==> config.mk <==
export PLATFORM = sky130hd
export DESIGN_NAME = unsigned_16by8_seq_div
export DESIGN_NICKNAME = d
export VERILOG_FILES = /design/src/rtl/div_pkg.sv /design/src/rtl/div_restoring_step.sv /design/src/rtl/unsigned_16by8_seq_div.sv
export SDC_FILE = /design/constraint.sdc
export NUM_CORES = 1
export LEC_CHECK = 0
export CAP_MARGIN = 20
export CORE_MARGIN = 5
export CORE_UTILIZATION = 52
export CTS_BUF_LIST = sky130_fd_sc_hd__clkbuf_16
export DETAILED_ROUTE_END_ITERATION = 8
export PLACE_DENSITY = 0.8
export REMOVE_ABC_BUFFERS = 1
export SKIP_CTS_REPAIR_TIMING = 1
export SYNTH_ARGS = -nofsm -noshare
export SYNTH_HDL_FRONTEND = slang
export SYNTH_SLANG_ARGS = --single-unit
==> constraint.sdc <==
create_clock -name clk -period 3.1 [get_ports clk]
set_clock_uncertainty 0.15 [all_clocks]
set_input_delay 0.31 -clock clk [delete_from_list [all_inputs] [get_ports clk]]
set_output_delay 0.31 -clock clk [all_outputs]
set_load 0.01 [all_outputs]
==> src/rtl/div_pkg.sv <==
// Shared types and defaults for the sequential restoring divider.
package div_pkg;

   localparam int unsigned DW_DEF = 16;
   localparam int unsigned VW_DEF = 8;
   localparam int unsigned CNT_W  = $clog2(DW_DEF);

   typedef enum logic [1:0] {IDLE, RUN, DONE} div_state_t;

endpackage

==> src/rtl/div_restoring_step.sv <==
// One radix-2 restoring division step: shift in one dividend bit, trial-subtract the divisor.
module div_restoring_step
   import div_pkg::*;
#(
   parameter int unsigned VW = VW_DEF
) (
   input  logic [VW-1:0] partial_rem,
   input  logic          dividend_bit,
   input  logic [VW-1:0] divisor,
   output logic [VW-1:0] partial_rem_next,
   output logic          q_bit
);

   logic [VW:0] trial;

   always_comb begin
      trial = {partial_rem, dividend_bit};
      q_bit = (trial >= {1'b0, divisor});
      // When the subtract succeeds, trial < 2*divisor, so the low VW bits of the difference are exact.
      partial_rem_next = q_bit ? (trial[VW-1:0] - divisor) : trial[VW-1:0];
   end

endmodule

==> src/rtl/unsigned_16by8_seq_div.sv <==
// Sequential unsigned DW/VW restoring divider with valid/ready handshakes on both sides.
module unsigned_16by8_seq_div
   import div_pkg::*;
#(
   parameter int unsigned DW = DW_DEF,
   parameter int unsigned VW = VW_DEF
) (
   input  logic          clk,
   input  logic          rst,
   input  logic          in_valid,
   output logic          in_ready,
   input  logic [DW-1:0] dividend,
   input  logic [VW-1:0] divisor,
   output logic          out_valid,
   input  logic          out_ready,
   output logic [DW-1:0] quotient,
   output logic [VW-1:0] remainder,
   output logic          div_by_zero
);

   localparam int unsigned CW = $clog2(DW);
   localparam logic [CW-1:0] LastCnt = CW'(DW - 1);

   div_state_t    state_q, state_d;
   logic [DW-1:0] sr_q;
   logic [VW-1:0] dvs_q;
   // The stored partial remainder is always < divisor, so its extra top bit is never kept.
   logic [VW-1:0] prem_q;
   logic [VW-1:0] prem_next;
   logic [CW-1:0] cnt_q;
   logic          q_bit;
   logic [DW-1:0] quotient_q;
   logic [VW-1:0] remainder_q;
   logic          dbz_q;

   div_restoring_step #(
      .VW(VW)
   ) u_step (
      .partial_rem      (prem_q),
      .dividend_bit     (sr_q[DW-1]),
      .divisor          (dvs_q),
      .partial_rem_next (prem_next),
      .q_bit            (q_bit)
   );

   always_ff @(posedge clk) begin
      if (rst) begin
         state_q <= IDLE;
      end else begin
         state_q <= state_d;
      end
   end

   always_comb begin
      state_d = state_q;
      unique case (state_q)
         IDLE:    if (in_valid) state_d = (divisor == '0) ? DONE : RUN;
         RUN:     if (cnt_q == LastCnt) state_d = DONE;
         DONE:    if (out_ready) state_d = IDLE;
         default: state_d = IDLE;
      endcase
   end

   always_comb begin
      in_ready  = (state_q == IDLE);
      out_valid = (state_q == DONE);
   end

   always_ff @(posedge clk) begin
      if (rst) begin
         sr_q        <= '0;
         dvs_q       <= '0;
         prem_q      <= '0;
         cnt_q       <= '0;
         quotient_q  <= '0;
         remainder_q <= '0;
         dbz_q       <= 1'b0;
      end else begin
         unique case (state_q)
            IDLE: begin
               if (in_valid) begin
                  sr_q   <= dividend;
                  dvs_q  <= divisor;
                  prem_q <= '0;
                  cnt_q  <= '0;
                  if (divisor == '0) begin
                     quotient_q  <= '1;
                     remainder_q <= dividend[VW-1:0];
                     dbz_q       <= 1'b1;
                  end
               end
            end
            RUN: begin
               sr_q   <= {sr_q[DW-2:0], q_bit};
               prem_q <= prem_next;
               cnt_q  <= cnt_q + 1'b1;
               if (cnt_q == LastCnt) begin
                  quotient_q  <= {sr_q[DW-2:0], q_bit};
                  remainder_q <= prem_next;
                  dbz_q       <= 1'b0;
               end
            end
            default: ;
         endcase
      end
   end

   assign quotient    = quotient_q;
   assign remainder   = remainder_q;
   assign div_by_zero = dbz_q;

endmodule
### Yosys cells after proc, flatten, opt, wreduce, memory -nomap -nowiden

Cells that the tools add are included.

* reduce and logical (&&, ||, !) cells: 7
* equality and inequality tests: 7
* add/subtract/negate cells: 2
* order comparisons: 1
* multiplexer cells: 24

Operators by type and width (number)
* 16-bit two-way mux: 4
* 16-bit one-hot mux with 2 select lines: 2
* 8-bit two-way mux: 5
* 8-bit one-hot mux with 2 select lines: 2
* 9-bit by 8-bit >= comparator with 1-bit output: 1
* 8-bit logical NOT: 1
* 2-bit two-way mux: 4
* 4-bit one-hot mux with 2 select lines: 1
* 8-bit subtractor: 1
* 2-bit one-hot mux with 3 select lines: 1
* 4-bit by 1-bit adder with 4-bit output (second input constant): 1
* 4-bit equality test (second input constant): 1
* 4-bit two-way mux: 1
* 2-bit by 1-bit != test with 1-bit output (second input constant): 2
* 2-bit != test (second input constant): 2
* 2-bit AND reduction: 2
* 4-bit AND reduction: 1
* 1-bit two-way mux: 3
* 3-bit AND reduction: 1
* 2-bit by 1-bit equality test with 1-bit output (second input constant): 1
* 2-bit equality test (second input constant): 1
* 2-bit logical NOT: 1
* 1-bit one-hot mux with 2 select lines: 1
* 2-bit nonzero test: 1

* register bits: 63
* input bits: 28
* output and inout port bits: 27
* word-level logic and storage cells: 49

### Longest topological paths before layout

* depth in word-level cells: 4
* depth in mapped cells: 10
* gate-level depth less buffers: 10

### Hierarchy

A second synthesis with hierarchy kept.

* cells, all modules: 349
* area total of the unflattened synthesis: 2997.9 um2

By module, submodules not included
* unsigned_16by8_seq_div: area an instance 2458.6 um2, cells an instance 283, instances 1, sequential area each 1261.2 um2
* div_restoring_step: area an instance 539.3 um2, cells an instance 66, instances 1, sequential area each 0.0 um2

### Worst setup path before layout

Ideal clock, no wire load.

* kind: reg-to-reg
* start: reg sr_q[15]
* end: reg remainder_q[6] (netlist: remainder[6])
* path buffers: 0
* arrival: 2045 ps
* period minus slack after synthesis: 2255 ps
* slack: 845 ps
* stages on the path, launching flop included: 11
* setup time: 60 ps
* data required time: 2890 ps
* cells stage by stage: dfxtp_1 -> inv_1 -> ha_1 -> inv_1 -> fa_1 -> and3_1 -> o21a_1 -> o21a_1 -> o21a_1 -> o31ai_2 -> o221a_1

* word-level cells in the longest chain between the ends: 4
* elaborated cells between the ends (all ways): 5
* those cells by class: 1 x add/sub; 1 x order compare; 3 x mux

Ends and longest elaborated chain
* start: declaration: RTL line unsigned_16by8_seq_div.sv:25 `logic [DW-1:0] sr_q;`
* start signal: assignment: RTL line unsigned_16by8_seq_div.sv:82 `sr_q <= dividend;`
* start signal: assignment: RTL line unsigned_16by8_seq_div.sv:94 `sr_q <= {sr_q[DW-2:0], q_bit};`
* 8-bit subtractor or 9-bit by 8-bit >= comparator with 1-bit output (tied branches): RTL line div_restoring_step.sv:20, div_restoring_step.sv:18
* 8-bit two-way mux *: RTL line div_restoring_step.sv:20 `partial_rem_next = q_bit ? (trial[VW-1:0] - divisor) : trial[VW-1:0];`
* 8-bit two-way mux *: RTL line unsigned_16by8_seq_div.sv:97 `if (cnt_q == LastCnt) begin`
* 8-bit one-hot mux with 2 select lines *: RTL line unsigned_16by8_seq_div.sv:79 `unique case (state_q)`
* end signal: assignment: RTL line unsigned_16by8_seq_div.sv:88 `remainder_q <= dividend[VW-1:0];`
* end signal: assignment: RTL line unsigned_16by8_seq_div.sv:99 `remainder_q <= prem_next;`
* end: declaration: RTL line unsigned_16by8_seq_div.sv:33 `logic [VW-1:0] remainder_q;`

Every way passes the cells marked *; elsewhere a longest branch is shown, timed or not. The select of a mux whose other input is x is not followed.
A chain may end at the register's enable or synchronous reset.

### Worst setup path after layout

* start: reg state_q[0]
* end: reg quotient_q[11] (netlist: quotient[11])

* word-level cells in the longest chain between the ends: 3
* elaborated cells between the ends (all ways): 8
* those cells by class: 4 x eq/ne; 1 x mux; 3 x reduce/logical

Ends and longest elaborated chain
* start: declaration: RTL line unsigned_16by8_seq_div.sv:24 `div_state_t state_q, state_d;`
* start signal: assignment: RTL line unsigned_16by8_seq_div.sv:50 `state_q <= state_d;`
* 2-bit by 1-bit equality test with 1-bit output or 2-bit logical NOT (tied branches): RTL line unsigned_16by8_seq_div.sv:79
* 2-bit != test (no line), or another cell as far along
* 4-bit AND reduction (no line)
* end signal: assignment: RTL line unsigned_16by8_seq_div.sv:98 `quotient_q <= {sr_q[DW-2:0], q_bit};`
* end: declaration: RTL line unsigned_16by8_seq_div.sv:32 `logic [DW-1:0] quotient_q;`

Several ways; a longest one is shown, not always the timed one.

==> impl_results.md <==
* # rows at 27
* CTS Root Cell: clkbuf_16
* Layout cells sized above 1 at under 10%
* Crit Path Max Fanout at 17
* Max frequency at 0.3970 GHz
* Top-area cell type share of the netlist area at 42.84%
* Synthesis-to-layout area growth at 28.81%
* CTS buffer count at 9
* RR Startpoint: state_q[0]$_SDFFE_PP0P_
* Number of global-route vias before repair at approximately 2,600
* Netlist cell types at 46
* Status: completed
* Initial antenna violation count at 0
* Final Critical Period at 2.519 ns
* Max Cap Viol at 0
* Slew HR at between 50% and 60%
* Worst EP arrival at between 2 and 3 ns
* Die ar. at 7267 um^2
* Pin count of the biggest net entering global routing at 46
* Number of synthesized flops with an enable pin at 0
* Syn. warnings at 0
* Final Util at 68.87%
* Clk buf depth at 2
* Launch point of the worst path: state_q[0]$_SDFFE_PP0P_
* CTS Sinks at 63
* H-tree depth at 3
* FFs w/ async S/R, synth at 0%
* Yosys top cell by area: dfxtp_1
* Power Density at 620.6 nW/um^2
* Final worst setup slack at slightly below 0.6 ns
* # IOs at 55
* WS Path Type: reg -> reg
* Final hold violation count at 0
* CTS tree: built
* CP Launch Type: flop
* # fillers at around 460
* CP required at 3.18 ns
* Detail Placement HPWL at 5168 um
* GPL Wtd Cong at 0.8947
* Unrepaired setup endpoints after global routing: false
* Min-delay src: rst
* Wire per inst at 14.97 um
* Slew @ Worst Pin at 0.6838 ns
* Tot GR Track Use at roughly 21%
* Period utilization at 81.26%
* Final WL at 7290 um
* Crit. End Element: flop
* Cells on Worst Hold Path at 2
* DRT Pass-1 Iters at 5
* First DRT Iteration DRCs at 146
* First-pass GRT wire length at about 12,000 um
* Max VDD drop at 0.4504 mV
* Sequential fraction of the synthesis area at between 40% and 50%
* Hold WC Path Type: in -> reg
* R2R cell count at 6
* Mapped cell area at 2944 um^2
* Synth Flop Type: dfxtp_1
* Yosys reg bits at 63
* Antenna cells at 0
* Total negative slack at 0 ns
* Mean post-synth cell area at 8.110 um^2
* Max-slew violation count at 0
* DRC violations left at 0
* Setup violators final at 0
* Vias at roughly 2,800
* Gr ovfl total at 0
* Core area at 5507 um^2
* Synth area leaders: dfxtp_1, nand2_1, nor2_1, a311oi_1, a211oi_1
* Routed Antenna Nets at 0
* Die W at 85.25 um
* Post-Synthesis Cells at 363
* Final #Nets at 448
* Post-placement worst setup slack at 0.4524 ns
* Vias/cell at 5.735
* Clk_lat worst skew at 0.32 ns
* Pleak at 1.406 nW
* Chip height at 85.25 um
* Reg clk slew, reported paths at 0.05 ns
* Initial core utilization at 53.47%
* IO buf count at 54
* Top-count cell post-synth: nand2_1
* List of most frequent post-synthesis cells: nand2_1, dfxtp_1, nor2_1, a21oi_1
==> cells in the final DEF, fill, tap and decap left out, drive strengths merged, types with 2 or more instances in the layout <==
cell type and instances:
dfxtp 63, nor3 4, buf 7, o21ai 12, clkinv 4, o21a 4
a211oi 16, inv 12, and2 4, a21o 4, a21oi 19, nand2b 5
nor2b 4, clkbuf 9, clkinvlp 2, nand4 2, o211ai 2, o31ai 4
or2 2, a311oi 16, mux2 3, nand3 8, a22oi 3, xor2 4
nor4 2, nand2 65, a31oi 6, ha 9, a22o 3, o21bai 2
nor2 51, clkdlybuf4s50 53
==> metal layers <==
metal / vias up / share of wire, % / GRT usage [%]
met5: - / 0 / 0
met1: 1313 / 44 / 26.07
met3: 10 / 7.6 / 4.660
li1: 1381 / - / -
met4: 0 / 1.8 / 9.784
met2: 89 / 47 / 33.26
==> final timing paths <==
kind,end,slack (ns)
worst max-delay path,quotient[11]$_SDFFE_PP0P_,0.58
worst min register to register,dvs_q[4]$_SDFFE_PP0P_,0.31
worst min-delay path,quotient[0]$_SDFFE_PP0P_,0.20
worst max register to register,quotient[11]$_SDFFE_PP0P_,0.58
==> kinds of logic after synthesis <==
| group | Yosys count | share of synthesized area, % |
|---|---|---|
| AO/OA/AOI/OAI | 98 | 23.59 |
| flip-flops | 63 | 42.84 |
| multiplexers | 4 | 1.487 |
| XOR/XNOR | 5 | 1.487 |
| adder cells (fa/ha/maj) | 10 | 4.505 |
| AND/OR/NAND/NOR | 148 | 21.16 |
| buffers and inverters | 35 | 4.930 |
==> sequential cells by signal, summed over array words and instances, names as in the netlist <==
signal,flops
cnt_q,4
prem_q,8
state_q,2
quotient,16
sr_q,16
dvs_q,8
div_by_zero,1
remainder,8
==> report_power, final <==
group	internal [mW]	switching, mW	total [mW]
clock network	0.532	0.351	0.883
registers	0.879	0.0479	0.926
logic	0.241	0.303	0.544
==> layout make-up <==
type / count / area [um^2] / area share [%]
Clock buffer: 9 / 225.2 / 5.939
Tap cell: 72 / 90.09 / 2.375
Multi-Input combinational cell: 265 / 1540 / 40.61
Clock inverter: 7 / 41.29 / 1.089
Sequential cell: 63 / 1261 / 33.26
Inverter: 11 / 41.29 / 1.089
Timing Repair Buffer: 60 / 593.1 / 15.64
==> stage by stage <==
step / cells / power (mW) / cell area, um^2 / hold slack (ns)
3_5_place_dp: 471 / 1.476 / 3526 / 0.2977
6_report: 487 / 2.354 / 3792 / 0.1974
2_1_floorplan: 339 / 1.276 / 2840 / 0.2291
5_1_grt: 487 / 2.465 / 3792 / 0.2175
4_1_cts: 487 / 2.363 / 3792 / 0.1892
3_3_place_gp: 471 / 1.466 / 3526 / 0.2961
==> worst max-delay path, cell delays in order, from the launching register on <==
cell and delay, ns:
dfxtp_1 0.65, nand4_1 0.18, a21oi_2 0.32, o21a_1 0.57, buf_4 0.29, nor2_1 0.06, a211oi_1 0.20
Note: power is estimated with default switching activity, not from simulation.
